[src/rtl/video_pkg.sv]
// Shared definitions for the video test-pattern generator: pattern modes,
// colour-bar palette and RGB packing helpers.
package video_pkg;

  localparam int RGB_W = 24;

  typedef enum logic [2:0] {
    MODE_SOLID = 3'd0,
    MODE_BARS  = 3'd1,
    MODE_GREY  = 3'd2,
    MODE_CHECK = 3'd3,
    MODE_VRAMP = 3'd4
  } mode_e;

  localparam logic [RGB_W-1:0] BAR_WHITE   = 24'hFFFFFF;
  localparam logic [RGB_W-1:0] BAR_YELLOW  = 24'hFFFF00;
  localparam logic [RGB_W-1:0] BAR_CYAN    = 24'h00FFFF;
  localparam logic [RGB_W-1:0] BAR_GREEN   = 24'h00FF00;
  localparam logic [RGB_W-1:0] BAR_MAGENTA = 24'hFF00FF;
  localparam logic [RGB_W-1:0] BAR_RED     = 24'hFF0000;
  localparam logic [RGB_W-1:0] BAR_BLUE    = 24'h0000FF;
  localparam logic [RGB_W-1:0] BAR_BLACK   = 24'h000000;

  function automatic logic [RGB_W-1:0] bar_color(input logic [2:0] idx);
    logic [RGB_W-1:0] c;
    case (idx)
      3'd0:    c = BAR_WHITE;
      3'd1:    c = BAR_YELLOW;
      3'd2:    c = BAR_CYAN;
      3'd3:    c = BAR_GREEN;
      3'd4:    c = BAR_MAGENTA;
      3'd5:    c = BAR_RED;
      3'd6:    c = BAR_BLUE;
      default: c = BAR_BLACK;
    endcase
    return c;
  endfunction

  function automatic logic [RGB_W-1:0] grey(input logic [7:0] v);
    return {v, v, v};
  endfunction

endpackage

[src/rtl/video_pattern_pixel.sv]
// Pure combinational pixel colour lookup for one (x, y) coordinate of the
// selected test pattern.
module video_pattern_pixel
  import video_pkg::*;
#(
  parameter int CHECK_LOG2 = 4
) (
  input  logic [2:0]       mode_i,
  input  logic [11:0]      x_i,
  input  logic [11:0]      y_i,
  input  logic [2:0]       bar_idx_i,
  input  logic [15:0]      frame_cnt_i,
  input  logic [RGB_W-1:0] color_i,
  output logic [RGB_W-1:0] rgb_o
);

  logic check_odd;

  always_comb begin
    check_odd = (((x_i >> CHECK_LOG2) ^ (y_i >> CHECK_LOG2)) & 12'd1) != 12'd0;
    rgb_o     = color_i;
    case (mode_i)
      MODE_BARS:  rgb_o = bar_color(bar_idx_i);
      // Ramp scrolls by one grey level per frame.
      MODE_GREY:  rgb_o = grey(8'(16'(x_i) + frame_cnt_i));
      MODE_CHECK: rgb_o = check_odd ? BAR_BLACK : BAR_WHITE;
      MODE_VRAMP: rgb_o = grey(y_i[7:0]);
      default:    rgb_o = color_i;
    endcase
  end

endmodule

[src/rtl/video_pattern_gen.sv]
// AXI4-Stream video test-pattern source: frame/line/pixel counters, handshake
// control and registered outputs around the pixel colour lookup.
module video_pattern_gen
  import video_pkg::*;
#(
  parameter int IMAGE_WIDTH  = 604,
  parameter int IMAGE_HEIGHT = 413,
  parameter int DATA_WIDTH   = 32,
  parameter int CHECK_LOG2   = 4
) (
  input  logic                  clk_i,
  input  logic                  rst_ni,
  input  logic                  enable_i,
  input  logic [2:0]            mode_i,
  input  logic [RGB_W-1:0]      color_i,
  input  logic                  m_axis_tready,
  output logic                  m_axis_tvalid,
  output logic [DATA_WIDTH-1:0] m_axis_tdata,
  output logic                  m_axis_tlast,
  output logic                  m_axis_tuser,
  output logic [15:0]           frame_cnt_o,
  output logic                  busy_o
);

  localparam int BAR_W = (IMAGE_WIDTH / 8 < 1) ? 1 : IMAGE_WIDTH / 8;
  localparam logic [11:0] X_LAST   = 12'(IMAGE_WIDTH - 1);
  localparam logic [11:0] Y_LAST   = 12'(IMAGE_HEIGHT - 1);
  localparam logic [11:0] BAR_LAST = 12'(BAR_W - 1);

  typedef enum logic {IDLE, ACTIVE} state_e;

  state_e                state_q, state_d;
  logic [11:0]           x_q, x_d;
  logic [11:0]           y_q, y_d;
  logic [11:0]           bar_cnt_q, bar_cnt_d;
  logic [2:0]            bar_idx_q, bar_idx_d;
  logic [15:0]           frame_cnt_q, frame_cnt_d;
  logic [2:0]            mode_q, mode_d;
  logic [RGB_W-1:0]      color_q, color_d;
  logic                  tvalid_q, tvalid_d;
  logic [DATA_WIDTH-1:0] tdata_q, tdata_d;
  logic                  tlast_q, tlast_d;
  logic                  tuser_q, tuser_d;

  logic                  load;
  logic                  start;
  logic                  accept;
  logic                  last_px;
  logic [2:0]            pix_mode;
  logic [RGB_W-1:0]      pix_color;
  logic [RGB_W-1:0]      pix_rgb;

  always_comb begin
    state_d     = state_q;
    x_d         = x_q;
    y_d         = y_q;
    bar_cnt_d   = bar_cnt_q;
    bar_idx_d   = bar_idx_q;
    frame_cnt_d = frame_cnt_q;
    mode_d      = mode_q;
    color_d     = color_q;
    tvalid_d    = tvalid_q;
    tlast_d     = tlast_q;
    tuser_d     = tuser_q;
    load        = 1'b0;
    start       = 1'b0;
    accept      = tvalid_q & m_axis_tready;
    last_px     = (x_q == X_LAST) && (y_q == Y_LAST);

    case (state_q)
      IDLE: begin
        if (enable_i) begin
          state_d = ACTIVE;
          load    = 1'b1;
          start   = 1'b1;
        end
      end
      ACTIVE: begin
        if (accept) begin
          if (last_px) begin
            frame_cnt_d = frame_cnt_q + 16'd1;
            if (enable_i) begin
              load  = 1'b1;
              start = 1'b1;
            end else begin
              state_d   = IDLE;
              tvalid_d  = 1'b0;
              tlast_d   = 1'b0;
              tuser_d   = 1'b0;
              x_d       = 12'd0;
              y_d       = 12'd0;
              bar_cnt_d = 12'd0;
              bar_idx_d = 3'd0;
            end
          end else begin
            load = 1'b1;
          end
        end
      end
      default: state_d = IDLE;
    endcase

    if (load) begin
      if (start) begin
        x_d       = 12'd0;
        y_d       = 12'd0;
        bar_cnt_d = 12'd0;
        bar_idx_d = 3'd0;
        mode_d    = mode_i;
        color_d   = color_i;
      end else if (x_q == X_LAST) begin
        x_d       = 12'd0;
        y_d       = y_q + 12'd1;
        bar_cnt_d = 12'd0;
        bar_idx_d = 3'd0;
      end else begin
        x_d = x_q + 12'd1;
        // The last bar keeps counting so it swallows the width remainder.
        if (bar_cnt_q == BAR_LAST && bar_idx_q != 3'd7) begin
          bar_idx_d = bar_idx_q + 3'd1;
          bar_cnt_d = 12'd0;
        end else begin
          bar_cnt_d = bar_cnt_q + 12'd1;
        end
      end
      tvalid_d = 1'b1;
      tuser_d  = start;
      tlast_d  = (x_d == X_LAST);
    end

    pix_mode  = start ? mode_i  : mode_q;
    pix_color = start ? color_i : color_q;
  end

  video_pattern_pixel #(
    .CHECK_LOG2 (CHECK_LOG2)
  ) u_pixel (
    .mode_i      (pix_mode),
    .x_i         (x_d),
    .y_i         (y_d),
    .bar_idx_i   (bar_idx_d),
    .frame_cnt_i (frame_cnt_d),
    .color_i     (pix_color),
    .rgb_o       (pix_rgb)
  );

  always_comb begin
    tdata_d = tdata_q;
    if (load) begin
      tdata_d = DATA_WIDTH'(pix_rgb);
    end
  end

  always_ff @(posedge clk_i or negedge rst_ni) begin
    if (!rst_ni) begin
      state_q     <= IDLE;
      x_q         <= 12'd0;
      y_q         <= 12'd0;
      bar_cnt_q   <= 12'd0;
      bar_idx_q   <= 3'd0;
      frame_cnt_q <= 16'd0;
      mode_q      <= 3'd0;
      color_q     <= '0;
      tvalid_q    <= 1'b0;
      tdata_q     <= '0;
      tlast_q     <= 1'b0;
      tuser_q     <= 1'b0;
    end else begin
      state_q     <= state_d;
      x_q         <= x_d;
      y_q         <= y_d;
      bar_cnt_q   <= bar_cnt_d;
      bar_idx_q   <= bar_idx_d;
      frame_cnt_q <= frame_cnt_d;
      mode_q      <= mode_d;
      color_q     <= color_d;
      tvalid_q    <= tvalid_d;
      tdata_q     <= tdata_d;
      tlast_q     <= tlast_d;
      tuser_q     <= tuser_d;
    end
  end

  assign m_axis_tvalid = tvalid_q;
  assign m_axis_tdata  = tdata_q;
  assign m_axis_tlast  = tlast_q;
  assign m_axis_tuser  = tuser_q;
  assign frame_cnt_o   = frame_cnt_q;
  assign busy_o        = (state_q == ACTIVE);

endmodule

[config.mk]
export PLATFORM = sky130hd
export DESIGN_NAME = video_pattern_gen
export DESIGN_NICKNAME = d
export VERILOG_FILES = /design/src/rtl/video_pkg.sv /design/src/rtl/video_pattern_pixel.sv /design/src/rtl/video_pattern_gen.sv
export SDC_FILE = /design/constraint.sdc
export NUM_CORES = 1
export LEC_CHECK = 0
export BUFFER_PORTS_ARGS = -buffer_cell sky130_fd_sc_hd__buf_2
export CORE_MARGIN = 2
export CORE_UTILIZATION = 58
export DETAILED_ROUTE_END_ITERATION = 6
export PLACE_DENSITY = 0.88
export SLEW_MARGIN = 5
export SYNTH_ARGS = -nofsm -noshare
export SYNTH_HDL_FRONTEND = slang
export SYNTH_HIERARCHICAL = 1
export SYNTH_SLANG_ARGS = --single-unit
[constraint.sdc]
create_clock -name clk_i -period 4.9 [get_ports clk_i]
set_input_delay 0.98 -clock clk_i [delete_from_list [all_inputs] [get_ports clk_i]]
set_output_delay 0.98 -clock clk_i [all_outputs]
set_load 0.02 [all_outputs]
* Yosys cells after proc, flatten, opt, wreduce, memory -nomap -nowiden *
Cells that the tools add are included.

word-level totals
  register bits after elaboration = 110
  bits of input ports = 31
  output and inout port bits = 52
  logic and storage cells = 99

operators by class
  add/sub/neg operators = 6
  eq/ne operators = 16
  multiplexer cells = 55
  bitwise gates (word level) = 3
  reduce and logical (&&, ||, !) cells = 7

operators by type and width
  kind                   count
  $mux 12                23
  $pmux 24 s7            1
  $pmux 24 s4            1
  $mux 16                3
  $mux 24                2
  $add 12x1->12 const B  3
  $mux 3                 9
  $eq 12x10->1 const B   2
  $add 16x1->16 const B  1
  $mux 1                 13
  $eq 12x7->1 const B    1
  $eq 12x9->1 const B    1
  $eq 3x2->1 const B     4
  $eq 3x3->1 const B     4
  $add 8x8->8            1
  $eq 3x1->1 const B     2
  $pmux 1 s2             3
  $reduce_bool 2->1      3
  $reduce_and 4->1       1
  $add 3x1->3 const B    1
  $logic_not 3->1        1
  $ne 3x3->1 const B     1
  $logic_and 1x1->1      2
  $ne 2x1->1 const B     1
  other kinds (3)        3

* Logic depth before layout (Yosys ltp) *
  word-level depth = 12
  depth in mapped cells = 17
  depth with buffers taken out = 15

* Modules after synthesis *
Netlist, hierarchy kept.

by module, submodules not included
  module               times used  cells an instance  area an instance (µm²)  seq. area each (µm²)
  video_pattern_gen    1           619                5401.4                  2752.6
  video_pattern_pixel  1           103                705.7                   0.0

* Least setup slack after synthesis *
Ideal clock, no wire load.

  path kind = register to register
  start point = register x_q[0]
  end point = register tdata_q[6], in the netlist m_axis_tdata[6]
  setup time = 0.117 ns
  data arrival time = 3.773 ns
  data required time = 4.783 ns
  setup slack = 1.009 ns
  cell stages (with the launch flop) = 14
  buffers on the path = 1
  period minus slack after synthesis = 3.891 ns
  cell sequence = dfrtp_1 ha_1 or4b_2 nor4_4 clkbuf_1 o21ai_0 fa_1 a211oi_1 o21ai_0 xor2_1 a221oi_1 a21oi_1 nand2_1 nand2_1

on the way
  elaborated cells on any way between the ends = 51
  those cells by class = add/sub: 2; eq/ne: 11; mux: 35; bitwise: 1; reduce/logical: 2

RTL lines
  item                                                   line                       RTL
  start, declared                                        video_pattern_gen.sv:33    logic [11:0] x_q, x_d;
  start signal, assigned                                 video_pattern_gen.sv:157   x_q <= 12'd0;
  start signal, assigned                                 video_pattern_gen.sv:170   x_q <= x_d;
  branches (longest 7 deep; another with $add 12x1->12)  -
  $mux 12 *                                              video_pattern_gen.sv:103   if (load) begin
  net x_d[1]                                             video_pattern_gen.sv:33
  $add 8x8->8 *                                          video_pattern_pixel.sv:25  MODE_GREY: rgb_o = grey(8'(16'(x_i) + frame_cnt_i));
  $pmux 24 s4 *                                          video_pattern_pixel.sv:22  case (mode_i)
  net pix_rgb[6]                                         video_pattern_gen.sv:51    logic [RGB_W-1:0] pix_rgb;
  end signal, assigned                                   video_pattern_gen.sv:178   tdata_q <= tdata_d;
  end, declared                                          video_pattern_gen.sv:41    logic [DATA_WIDTH-1:0] tdata_q, tdata_d;

Mark *: on every way through the listed nets, which the timed path passes. The select of a mux whose other input is x is not followed.
A chain may end at the register's enable or synchronous reset.

* Worst setup path after layout *
Same ends and word-level chain as after synthesis.

==> run_results.csv <==
group,metric,value,unit
run_status,outcome,"complete, no violations",
synth,netlist_instances,722,
route,vias_per_cell,6.09,
synth,netlist_area,0.00611,sq mm
floorplan,die-area,0.0114,sq mm
setup_path,start_kind,"register",
timing,fin_crit_sh,0.902,
clock_network,htreeDepth,3,
pwr,cellPowerDensity,385,mW/mm^2
route,drc,0,
synth,synth-async-reset-ratio,1.00,
finish,syn_to_final_growth,11.6,%
placement,place.port_buffers,74,
floorplan,core,0.0103,sq mm
timing,rsz0062_at_grt,"false",
finish,fin_util,0.663,
finish,drive_gt1_frac,0.155,
synth,synth_fa_ha_area_frac,0.0340,
synth,yosysTopAreaCell,"dfrtp_1",
floorplan,start_util,0.594,
pwr,total_power,2.63,mW
timing,max_freq,226,MHz
timing,period_needed,4420,ps
setup_path,critPathKind,"reg2reg",
route,wl_met3,1140,um
setup_path,critPathRequiredTime,5180,ps
setup_path,end_kind,"register",
synth,netlist.area_leader.share,0.451,
route,wl_met2,7610,um
clock_network,clock-root-buffer,"clkbuf_8",
clock_network,clkLatencyLatePin,380,ps
route,ant_nets,0,
synth,synth_flop_cell,"dfrtp_1",
floorplan,pin_count,83,
synth,yosysSeqAreaShare,0.451,
synth,ys_warn_count,6,
global_route,grt_pass1_vias,5424,
synth,ys_seq_elements,110,
timing,report.final.setup_viol,0,
synth,synth_area_leaders,"dfrtp_1, nand2_1, o21ai_0",
synth,synthSimpleGateAreaFrac,0.292,
synth,muxShareOfSynthArea,0.00369,
setup_path,crit_fanout,12,
setup_path,critPathArrivalTime,4710,ps
floorplan,die_w,107,um
placement,dp_hpwl,11500,um
route,route.detailed.wl_per_inst,17.3,um
synth,synth-compound-area-share,0.137,
flow_run,maxCapViolations,0,
pwr,ir_drop,0.000295,V
route,m1WireLength,6720,um
route,drt_iter0_markers,566,
clock_network,clock-sinks,110,
route,postRouteWirelength,16100,um
global_route,grtUsageTotal,0.295,
timing,setup_tns,0,ps
pwr,cellLeakagePower,3.50,nW
clock_network,post_cts_buffers,0,
global_route,grt_pass1_wl,26700,um
clock_network,clk_path_buf_depth,2,
timing,hold_viol_final,0,
global_route,grt_max_degree,79,
clock_network,clk_pin_slew_worst_paths,110,ps
route,highest_layer,"met4",
clock_network,cts_buffers,9,
synth,synth_edf_count,0,
synth,synth_top_family_by_area,"simple AND/OR/NAND/NOR gates",
global_route,overflow,0,
finish,num_antenna_cells,0,
floorplan,fp-row-count,37,
synth,synthXorXnorAreaFrac,0.0430,
synth,yosysUniqueCellTypes,61,
placement,gp_congestion,0.998,
clock_network,cts_hold_buf,0,
timing,max_slew_margin,0.341,
timing,slew_viol_final,0,
clock_network,post_cts_resized,0,
clock_network,tritoncts,"built",
route,vias,5671,
timing,clock_skew,9.93,ps
route,first_pass_iters,7,
floorplan,dieHeight,107,um
hold_path,worstHoldPathType,"reg2reg",
synth,syn_avg_cell_area,8.46,sq um
global_route,antenna_found_initial,0,
timing,tightest_slew,989,ps
finish,nNetsFinal,837,
## metal layers
layer	up-vias	global-route usage
met2	308	0.464
li1	2620	-
met3	58	0.0468
met4	0	0.150
met1	2685	0.397
met5	-	0
## path summary, 6_finish.rpt
check	start	slack [ps]	depth (start not counted)	endpoint
max	x_q[0]	480	14	m_axis_tdata[6]
min	frame_cnt_o[15]	470	1	frame_cnt_o[15]
max reg2reg	x_q[0]	480	14	m_axis_tdata[6]
min reg2reg	frame_cnt_o[15]	470	1	frame_cnt_o[15]
max in group asynchronous	rst_ni	3140	2	m_axis_tdata[17]
min in group asynchronous	rst_ni	730	1	m_axis_tdata[7]
## synthesized netlist by cell type (all sizes together), types with 4 or more instances
| master | n |
|---|---|
| a21o | 4 |
| a21oi | 37 |
| a221o | 4 |
| a31oi | 4 |
| and3 | 14 |
| and4 | 5 |
| buf | 20 |
| clkbuf | 19 |
| dfrtp | 110 |
| ha | 15 |
| inv | 8 |
| nand2 | 235 |
| nand2b | 7 |
| nand3 | 24 |
| nand3b | 5 |
| nand4 | 9 |
| nand4b | 4 |
| nor2 | 33 |
| nor3 | 16 |
| nor4 | 11 |
| o211ai | 4 |
| o21ai | 43 |
| o22a | 15 |
| o31ai | 5 |
| or3 | 5 |
| xnor2 | 15 |
| xor2 | 15 |
## power breakdown
group          internal [mW]  switching [mW]
clock network          0.254           0.324
logic                  0.289           0.580
registers               1.06           0.115
total                   1.61            1.02
## area by class of cell
class | count | area [sq um]
Clock buffer | 10 | 138
Timing Repair Buffer | 89 | 485
Clock inverter | 6 | 70.1
Sequential cell | 110 | 2750
Inverter | 8 | 30.0
Tap cell | 136 | 170
Multi-Input combinational cell | 572 | 3170
Fill cell | 827 | 3460
## critical path, cell delays in order, from the launching register on
cell and delay, ps:
dfrtp_1 440, ha_1 320, or4b_2 650, nor4_4 620, nor2_1 240, nand2_1 130
o21ai_0 160, ha_1 420, a21oi_1 190, o21ai_0 150, xor2_1 180, a221oi_1 540
a21oi_1 140, nand2_1 80, nand2_1 40
## layout by cell type, fill, tap and decap left out, types with 15 or more instances in the layout
master	n
a21oi_1	35
buf_2	73
buf_4	16
dfrtp_1	110
ha_1	15
nand2_1	235
nand3_1	24
nor2_1	32
nor3_1	16
o21ai_0	42
o22a_1	15
xnor2_1	15
xor2_1	15
## flip-flops by register name, summed over array words and instances (netlist names)
signal,flops
busy_o,1
bar_idx_q,3
mode_q,3
bar_cnt_q,12
x_q,12
m_axis_tvalid,1
y_q,12
m_axis_tlast,1
m_axis_tdata,24
frame_cnt_o,16
m_axis_tuser,1
color_q,24
## kinds of logic after synthesis
| family | after synthesis |
|---|---|
| compound gates | 131 |
| flops | 110 |
| buf+inv | 47 |
| mux | 2 |
| xor+xnor | 30 |
| simple gates | 385 |
| other cells | 1 |
| fa+ha+maj | 16 |
## per-stage QoR
| stage | setup WS, ps | cell area (sq um) | hold WS [ps] | instances |
|---|---|---|---|---|
| finish | 479 | 6810 | 468 | 931 |
| global route | 191 | 6810 | 485 | 931 |
| CTS | 572 | 6810 | 471 | 931 |
| detailed placement | 580 | 6610 | 449 | 915 |
| global placement | 606 | 6610 | 443 | 915 |
| floorplan | 1010 | 6130 | 433 | 729 |
(Power assumes the default switching activity.)
